[src/rtl/hazard_controller.sv]
// hazard_controller: pipeline stall/flush sequencer with load-use detection, memory-wait freeze, operand forwarding and stall counter
// Ports: clk; reset (async, active-low); dec_rs/dec_rt + dec_uses_rs/dec_uses_rt (decode sources);
//   dec_redirect (branch/jump resolved); ex_dest/ex_reg_write/ex_mem_read (execute stage);
//   mem_dest/mem_reg_write (memory stage); dmem_req/dmem_ready (data memory handshake);
//   pc_en, fd_en, fd_flush, de_bubble, pipe_hold (pipeline controls);
//   fwd_a_sel/fwd_b_sel (00 regfile, 01 execute, 10 memory); stall_count (saturating); state (debug).
module hazard_controller #(
    parameter int FLUSH_CYCLES = 1,
    parameter int CNT_W        = 16
) (
    input  logic             clk,
    input  logic             reset,
    input  logic [4:0]       dec_rs,
    input  logic [4:0]       dec_rt,
    input  logic             dec_uses_rs,
    input  logic             dec_uses_rt,
    input  logic             dec_redirect,
    input  logic [4:0]       ex_dest,
    input  logic             ex_reg_write,
    input  logic             ex_mem_read,
    input  logic [4:0]       mem_dest,
    input  logic             mem_reg_write,
    input  logic             dmem_req,
    input  logic             dmem_ready,
    output logic             pc_en,
    output logic             fd_en,
    output logic             fd_flush,
    output logic             de_bubble,
    output logic             pipe_hold,
    output logic [1:0]       fwd_a_sel,
    output logic [1:0]       fwd_b_sel,
    output logic [CNT_W-1:0] stall_count,
    output logic [1:0]       state
);
    typedef enum logic [1:0] {RUN = 2'd0, MEM_WAIT = 2'd2, FLUSH = 2'd3} state_t;

    localparam logic [3:0] FLUSH_LOAD = 4'(FLUSH_CYCLES - 1);

    state_t     st, st_nxt;
    logic [3:0] cnt, cnt_nxt;
    logic       mem_stall, load_use, ex_fwd, mem_fwd;

    assign mem_stall = dmem_req && !dmem_ready;
    assign load_use  = ex_mem_read && ex_reg_write && ex_dest != 5'd0 &&
                       ((dec_uses_rs && dec_rs == ex_dest) || (dec_uses_rt && dec_rt == ex_dest));
    // a load's data is not available from execute, so only non-load results forward from there
    assign ex_fwd    = ex_reg_write && !ex_mem_read && ex_dest != 5'd0;
    assign mem_fwd   = mem_reg_write && mem_dest != 5'd0;
    assign state     = st;

    always_comb begin
        st_nxt    = st;
        cnt_nxt   = cnt;
        pc_en     = 1'b1;
        fd_en     = 1'b1;
        fd_flush  = 1'b0;
        de_bubble = 1'b0;
        pipe_hold = 1'b0;
        fwd_a_sel = (ex_fwd && ex_dest == dec_rs) ? 2'b01 : (mem_fwd && mem_dest == dec_rs) ? 2'b10 : 2'b00;
        fwd_b_sel = (ex_fwd && ex_dest == dec_rt) ? 2'b01 : (mem_fwd && mem_dest == dec_rt) ? 2'b10 : 2'b00;
        case (st)
            RUN: begin
                if (mem_stall) begin
                    pipe_hold = 1'b1;
                    pc_en     = 1'b0;
                    fd_en     = 1'b0;
                    st_nxt    = MEM_WAIT;
                end else if (load_use) begin
                    pc_en     = 1'b0;
                    fd_en     = 1'b0;
                    de_bubble = 1'b1;
                end else if (dec_redirect) begin
                    fd_flush = 1'b1;
                    if (FLUSH_CYCLES > 1) begin
                        cnt_nxt = FLUSH_LOAD;
                        st_nxt  = FLUSH;
                    end
                end
            end
            MEM_WAIT: begin
                if (!dmem_ready) begin
                    pipe_hold = 1'b1;
                    pc_en     = 1'b0;
                    fd_en     = 1'b0;
                end else begin
                    st_nxt = RUN;
                end
            end
            FLUSH: begin
                fd_flush = 1'b1;
                // a memory stall freezes the flush countdown so only non-held cycles count
                if (mem_stall) begin
                    pipe_hold = 1'b1;
                    pc_en     = 1'b0;
                    fd_en     = 1'b0;
                end else begin
                    cnt_nxt = cnt - 4'd1;
                    if (cnt == 4'd1) st_nxt = RUN;
                end
            end
            default: st_nxt = RUN;
        endcase
        if (!reset) begin
            pc_en     = 1'b0;
            fd_en     = 1'b0;
            fd_flush  = 1'b0;
            de_bubble = 1'b1;
            pipe_hold = 1'b0;
            fwd_a_sel = 2'b00;
            fwd_b_sel = 2'b00;
        end
    end

    always_ff @(posedge clk or negedge reset) begin
        if (!reset) begin
            st          <= RUN;
            cnt         <= 4'd0;
            stall_count <= '0;
        end else begin
            st  <= st_nxt;
            cnt <= cnt_nxt;
            if (!pc_en && stall_count != {CNT_W{1'b1}}) stall_count <= stall_count + CNT_W'(1);
        end
    end
endmodule

[config.mk]
export PLATFORM = sky130hd
export DESIGN_NAME = hazard_controller
export DESIGN_NICKNAME = d
export VERILOG_FILES = /design/src/rtl/hazard_controller.sv
export SDC_FILE = /design/constraint.sdc
export NUM_CORES = 1
export LEC_CHECK = 0
export ABC_AREA = 1
export CAP_MARGIN = 10
export CORE_MARGIN = 2
export CORE_UTILIZATION = 44
export CTS_CLUSTER_SIZE = 24
export DETAILED_ROUTE_END_ITERATION = 8
export GPL_TIMING_DRIVEN = 0
export PLACE_DENSITY = 0.9
export REMOVE_ABC_BUFFERS = 1
export SLEW_MARGIN = 20
export SYNTH_ARGS = -nofsm -noshare
export SYNTH_HDL_FRONTEND = slang
export SYNTH_SLANG_ARGS = --single-unit
[constraint.sdc]
create_clock -name clk -period 2.5 [get_ports clk]
set_clock_uncertainty 0.2 [all_clocks]
set_input_delay 0.25 -clock clk [delete_from_list [all_inputs] [get_ports clk]]
set_output_delay 0.25 -clock clk [all_outputs]
set_load 0.02 [all_outputs]
==> results of run 1 <==
## cell usage in the layout, fill, tap and decap left out, types with 2 or more instances in the layout
cell / count
dlymetal6s2s_1: 4
nor4_1: 4
nor2_1: 7
clkbuf_4: 3
inv_1: 27
nor3_1: 5
dfrtp_1: 17
a21oi_1: 3
buf_4: 3
dlygate4sd2_1: 5
o22ai_1: 4
clkbuf_2: 2
nand3_2: 2
o2111ai_1: 2
nand2_4: 3
nor3_2: 2
nand3_1: 25
clkdlybuf4s50_1: 43
o21ai_0: 2
inv_2: 5
xor2_1: 13
xnor2_1: 4
nand4_1: 2
nand2_1: 71
nor2_2: 6
nand2_2: 2
## timing repair
action,4_1_cts,5_1_grt
gates resized for setup,14,11
endpoints found under the setup margin,9,5
pin swaps,0,2
hold endpoints to repair,17,0
hold buffers,1,0
cloned,1,0
buffers inserted,0,3
## kinds of logic (layout without fill, tap and decap cells)
kind of cell             Yosys count  after routing  synth area share
flip-flops                        17             17             0.284
AND/OR/NAND/NOR                  135            136             0.444
buffers and inverters             38             95             0.116
XOR/XNOR                          17             17            0.0995
other                              1              1           0.00251
AO/OA/AOI/OAI                     11             11            0.0451
adder cells (fa/ha/maj)            1              1           0.00836
## power by group
group	total [mW]	leakage, nW	internal [mW]	switching, mW
Clock	0.150	0.0150	0.0621	0.0879
Sequential	0.404	0.228	0.320	0.0839
Combinational	0.432	0.873	0.211	0.221
## final cells by class
cell class | count | area [sq um] | share of cell area
multi-input cells | 166 | 937 | 0.437
repair buffers | 59 | 578 | 0.270
flip-flops and latches | 17 | 425 | 0.198
inverters | 32 | 120 | 0.0560
well taps | 46 | 57.6 | 0.0268
clock buffers | 4 | 26.3 | 0.0123
## critical path: cells and delay by family
family / cells / cell delay (ns)
simple gates: 6 / 0.48
compound gates: 1 / 0.19
buf+inv: 3 / 0.97
## per-layer routing
layer / track usage / part of all wire / vias to the layer above
li1: - / - / 813
met2: 0.374 / 0.49 / 50
met5: 0 / 0 / -
met4: 0.100 / 0.033 / 0
met3: 0.0254 / 0.044 / 18
met1: 0.249 / 0.43 / 735
## worst paths after layout
check	depth (start not counted)	slack (ns)	to	startpoint
max	10	0.14	de_bubble	dec_rs[3]
min	2	0.33	stall_count[15]	stall_count[15]
max reg2reg	12	0.48	stall_count[11]	stall_count[0]
min reg2reg	2	0.33	stall_count[15]	stall_count[15]
max in group asynchronous	2	1.06	stall_count[4]	reset
min in group asynchronous	2	0.54	stall_count[15]	reset
## registers in the layout (all words and copies together), names as in the netlist
| register | flops |
|---|---|
| state | 1 |
| stall_count | 16 |
## per-stage QoR
| stage | setup TNS (ns) | std cells | area, sq um | utilization | hold slack (ns) |
|---|---|---|---|---|---|
| finish | 0 | 324 | 2140 | 0.648 | 0.333 |
| global route | 0 | 324 | 2140 | 0.648 | 0.371 |
| CTS | 0 | 321 | 2110 | 0.637 | 0.333 |
| detailed placement | -5.87 | 315 | 2050 | 0.619 | 0.309 |
| global placement | -4.84 | 315 | 2050 | 0.619 | 0.284 |
| floorplan | 0 | 214 | 1440 | - | -0.246 |
==> impl_metrics.tcl, run 1 <==
set metrics [dict create \
    status "finished clean" \
    end_kind "primary output" \
    synth_cell_type_count 31 \
    place_ws_ns -0.735 \
    cts_max_level 1 \
    cts_tree "yes" \
    grt_max_degree 18 \
    grt_usage 0.209 \
    required_ns 2.05 \
    synth_most_common_cell "nand2_1" \
    grt-ovfl-total 0 \
    synth_common_cells "71 x nand2_1, 27 x inv_1, 25 x nand3_1, 17 x dfrtp_1, 13 x xor2_1" \
    grt_pass1_wl_mm 6.62 \
    grt_pass1_vias 1515 \
    cp_cell_sequence "clkdlybuf4s50_1, inv_1, nand2_1, nand2_1, nor2_2, nand4_1, nand2_1, nand2_1, o21ai_0, dlygate4sd2_1" \
    antenna_found_initial 0 \
    ioPinCount 57 \
    rsz0062_at_grt "false" \
    synth-seq-cells 17 \
    cts-buffers-inserted 3 \
    slowest_stage "clkdlybuf4s50_1" \
    final_nets 310 \
    synth_top_area_cell "dfrtp_1" \
    final-setup-viol-count 0 \
    avgViaCountPerCell 4.99 \
    die_h_um 62.3 \
    synthTopCellsByArea "dfrtp_1 28%, nand2_1 18%, nand3_1 8.4%" \
    critPathLaunchType "input port" \
    first_iter_violations 65 \
    fillers 287 \
    async_flop_share 1.00 \
    yosysTopAreaCellShare 0.284 \
    port_buffers 55 \
    ant_nets 0 \
    max_stage_delay_ns 0.52 \
    hold_path.class "register to register" \
    avgSynthCellArea_sq_um 6.80 \
    power.leakage_nw 1.12 \
    cts_buffer_depth 2 \
    min_period_over_period 0.944 \
    slew_violations 0 \
    die-area_sq_mm 0.00388 \
    clockRootBuffer "clkbuf_4" \
    worstPathMaxFanout 3 \
    initial_core_util 0.452 \
    wl_mm 4.06 \
    yosysWarningCount 0 \
    clk_latency_ns 0.30 \
    irDropWorstVdd_mv 0.429 \
    syn-instance-count 220 \
    powerDensity_mw_per_mm2 460 \
    rows 21 \
    first_pass_iters 4 \
    synth_edf_count 0 \
    num_vias 1616 \
    slew_headroom 0.466 \
    routedWlPerCell_um 12.5 \
    cap_violations 0 \
    core_area_sq_mm 0.00331 \
    area_delta_synth_final_pct 43.3 \
    yosysSeqAreaShare 0.284 \
    crit_type "input port to primary output" \
    cp.arrival_ns 1.91 \
    hpwl_mm 2.98 \
    synth_flop_cell "dfrtp_1" \
    finalHoldViolations 0 \
    worst_slew_pin_slew_ns 0.799 \
    gp_congestion 0.868 \
    path_clk_slew_ns 0.10 \
    chipWidth_um 62.3 \
    p_total_uw 986 \
    fmax_ghz 0.424 \
    n_antenna_cell 0 \
    cpMostUsedCell "nand2_1" \
    fin_ws_ns 0.140 \
    layout-drive-gt1-share 0.126 \
    min_period_ns 2.36 \
    cts_sinks 17 \
    post-route-drc-count 0 \
    syn_area_sq_mm 0.00150 \
]
Note: power is estimated with default switching activity, not from simulation.
==> run 2: changes to the inputs <==
==> constraint.sdc (replaced) <==
create_clock -name clk -period 2.5 [get_ports clk]
set_clock_uncertainty 0.2 [all_clocks]
set_input_delay 0.375 -clock clk [delete_from_list [all_inputs] [get_ports clk]]
set_output_delay 0.375 -clock clk [all_outputs]
set_load 0.02 [all_outputs]
==> run 2 against run 1 <==
- count of clock-buffer cells in the layout did not move
- combinational power fell by 2%
- sequential power barely moved
- design area fell by 1.1%
- critical path depth fell by 2
- largest power group unchanged
==> impl_metrics.tcl, run 2 (synthesis results as in run 1) <==
set metrics [dict create \
    status "finished clean" \
    critPathLaunchType "input port" \
    first_pass_iters 4 \
    irDropWorstVdd_mv 0.425 \
    final_cells 322 \
    final_common_cell "nand2_1" \
    worst_slew_pin_slew_ns 0.792 \
    ioPinCount 57 \
    wl_mm 4.01 \
    cts_tree "yes" \
    cts_sinks 17 \
    cts_buffer_depth 2 \
    powerDensity_mw_per_mm2 461 \
    rows 21 \
    cts_max_level 1 \
    slowest_stage "clkdlybuf4s50_1" \
    clockRootBuffer "clkbuf_4" \
    fin_ws_ns 0.113 \
    final-setup-viol-count 0 \
    grt_usage 0.210 \
    finalHoldViolations 0 \
    largest_reg_flops 16 \
    grtUsageMet3 0.0254 \
    placed_cells 315 \
    required_ns 1.92 \
    max_stage_delay_ns 0.50 \
    antenna_found_initial 0 \
    fmax_ghz 0.419 \
    hpwl_mm 2.98 \
    busiest_layer "met2" \
    final_nets 308 \
    regMostFlops "stall_count" \
    cap_violations 0 \
    path_clk_slew_ns 0.10 \
    num_vias 1619 \
    cts-buffers-inserted 3 \
    post-route-drc-count 0 \
    initial_core_util 0.452 \
    rsz0062_at_grt "false" \
    end_kind "primary output" \
    first_iter_violations 59 \
    area_delta_synth_final_pct 41.8 \
    die_h_um 62.3 \
    cp_cell_sequence "clkdlybuf4s50_1, inv_1, nand3_1, o21ai_0, nor4_1, o2111ai_1, nor2_1, buf_2" \
    min_period_over_period 0.955 \
    crit_type "input port to primary output" \
    grt_pass1_wl_mm 6.67 \
    place_ws_ns -0.985 \
    cp.arrival_ns 1.81 \
    die-area_sq_mm 0.00388 \
    grt_pass1_vias 1525 \
    routedWlPerCell_um 12.5 \
    hold_path.class "register to register" \
    min_period_ns 2.39 \
    grt_max_degree 18 \
    avgViaCountPerCell 5.03 \
    chipWidth_um 62.3 \
    most-common-layout-cells "70 x nand2_1, 32 x clkdlybuf4s50_1, 27 x inv_1, 25 x nand3_1, 17 x dfrtp_1" \
    gp_congestion 0.868 \
    fillers 289 \
    met2_usage 0.376 \
    power.leakage_nw 1.14 \
    worstPathMaxFanout 3 \
    grtUsageMet1 0.251 \
    slew_headroom 0.470 \
    ant_nets 0 \
    core_area_sq_mm 0.00331 \
    n_antenna_cell 0 \
    port_buffers 55 \
    grt-ovfl-total 0 \
    clk_latency_ns 0.30 \
    layout-drive-gt1-share 0.138 \
    slew_violations 0 \
]
run 2: cell count changes in the layout (fill, tap and decap cells not counted):
| cell | delta |
|---|---|
| clkdlybuf4s50_1 | -11 |
| buf_2 | +5 |
| dlymetal6s2s_1 | +5 |
| buf_4 | -2 |
| dlygate4sd2_1 | +2 |
| clkbuf_2 | -1 |
| nand2_1 | -1 |
| nand2_2 | +1 |
run 2: final cells by class:
type,instances,area (sq um),share of cell area
inverters,32,120,0.0566
repair buffers,57,553,0.261
multi-input cells,166,940,0.443
flip-flops and latches,17,425,0.200
clock buffers,4,26.3,0.0124
well taps,46,57.6,0.0271
run 2: timing repair:
action	CTS	global route
buffers inserted	1	0
setup endpoints to repair	9	7
endpoints found under the hold margin	17	0
hold buffers	1	0
cloned	1	0
pin swaps	1	6
gates resized for setup	39	13
run 2: where the power goes:
| part | leakage [nW] | switching (mW) | internal, mW |
|---|---|---|---|
| clock | 0.0150 | 0.0893 | 0.0622 |
| sequential | 0.228 | 0.0834 | 0.320 |
| combinational | 0.896 | 0.220 | 0.203 |
| total | 1.14 | 0.393 | 0.585 |
run 2: through the flow:
| stage | power, mW | hold WS (ns) | util | cell area (sq um) | TNS [ns] |
|---|---|---|---|---|---|
| after CTS | 0.988 | 0.333 | 0.639 | 2110 | 0 |
| after detailed placement | 0.827 | 0.309 | 0.619 | 2050 | -10.12 |
| after floorplan | 0.620 | -0.121 | - | 1440 | 0 |
| after global placement | 0.812 | 0.284 | 0.619 | 2050 | -9.09 |
| final | 0.978 | 0.330 | 0.641 | 2120 | 0 |
| after global routing | 1.04 | 0.371 | 0.641 | 2120 | 0 |
run 2: metal layers:
metal  part of all wire  up-vias
met5                  0        -
met4              0.040        0
met1               0.42      725
li1                   -      814
met2               0.49       60
met3              0.051       20
run 2: final timing paths:
path / slack [ns] / to / cells after the start / startpoint
setup / recovery: 0.11 / fwd_b_sel[1] / 8 / mem_dest[1]
hold / removal: 0.33 / stall_count[15] / 2 / stall_count[15]
setup reg to reg: 0.49 / stall_count[11] / 11 / stall_count[0]
hold reg to reg: 0.33 / stall_count[15] / 2 / stall_count[15]
max in group asynchronous: 0.93 / stall_count[8] / 2 / reset
min in group asynchronous: 0.67 / stall_count[14] / 2 / reset
run 2: critical path, delay by kind of cell:
family	cells	cell delay, ns
and+or+nand+nor	3	0.43
buffers and inverters	3	0.75
AOI/OAI and AO/OA	2	0.25
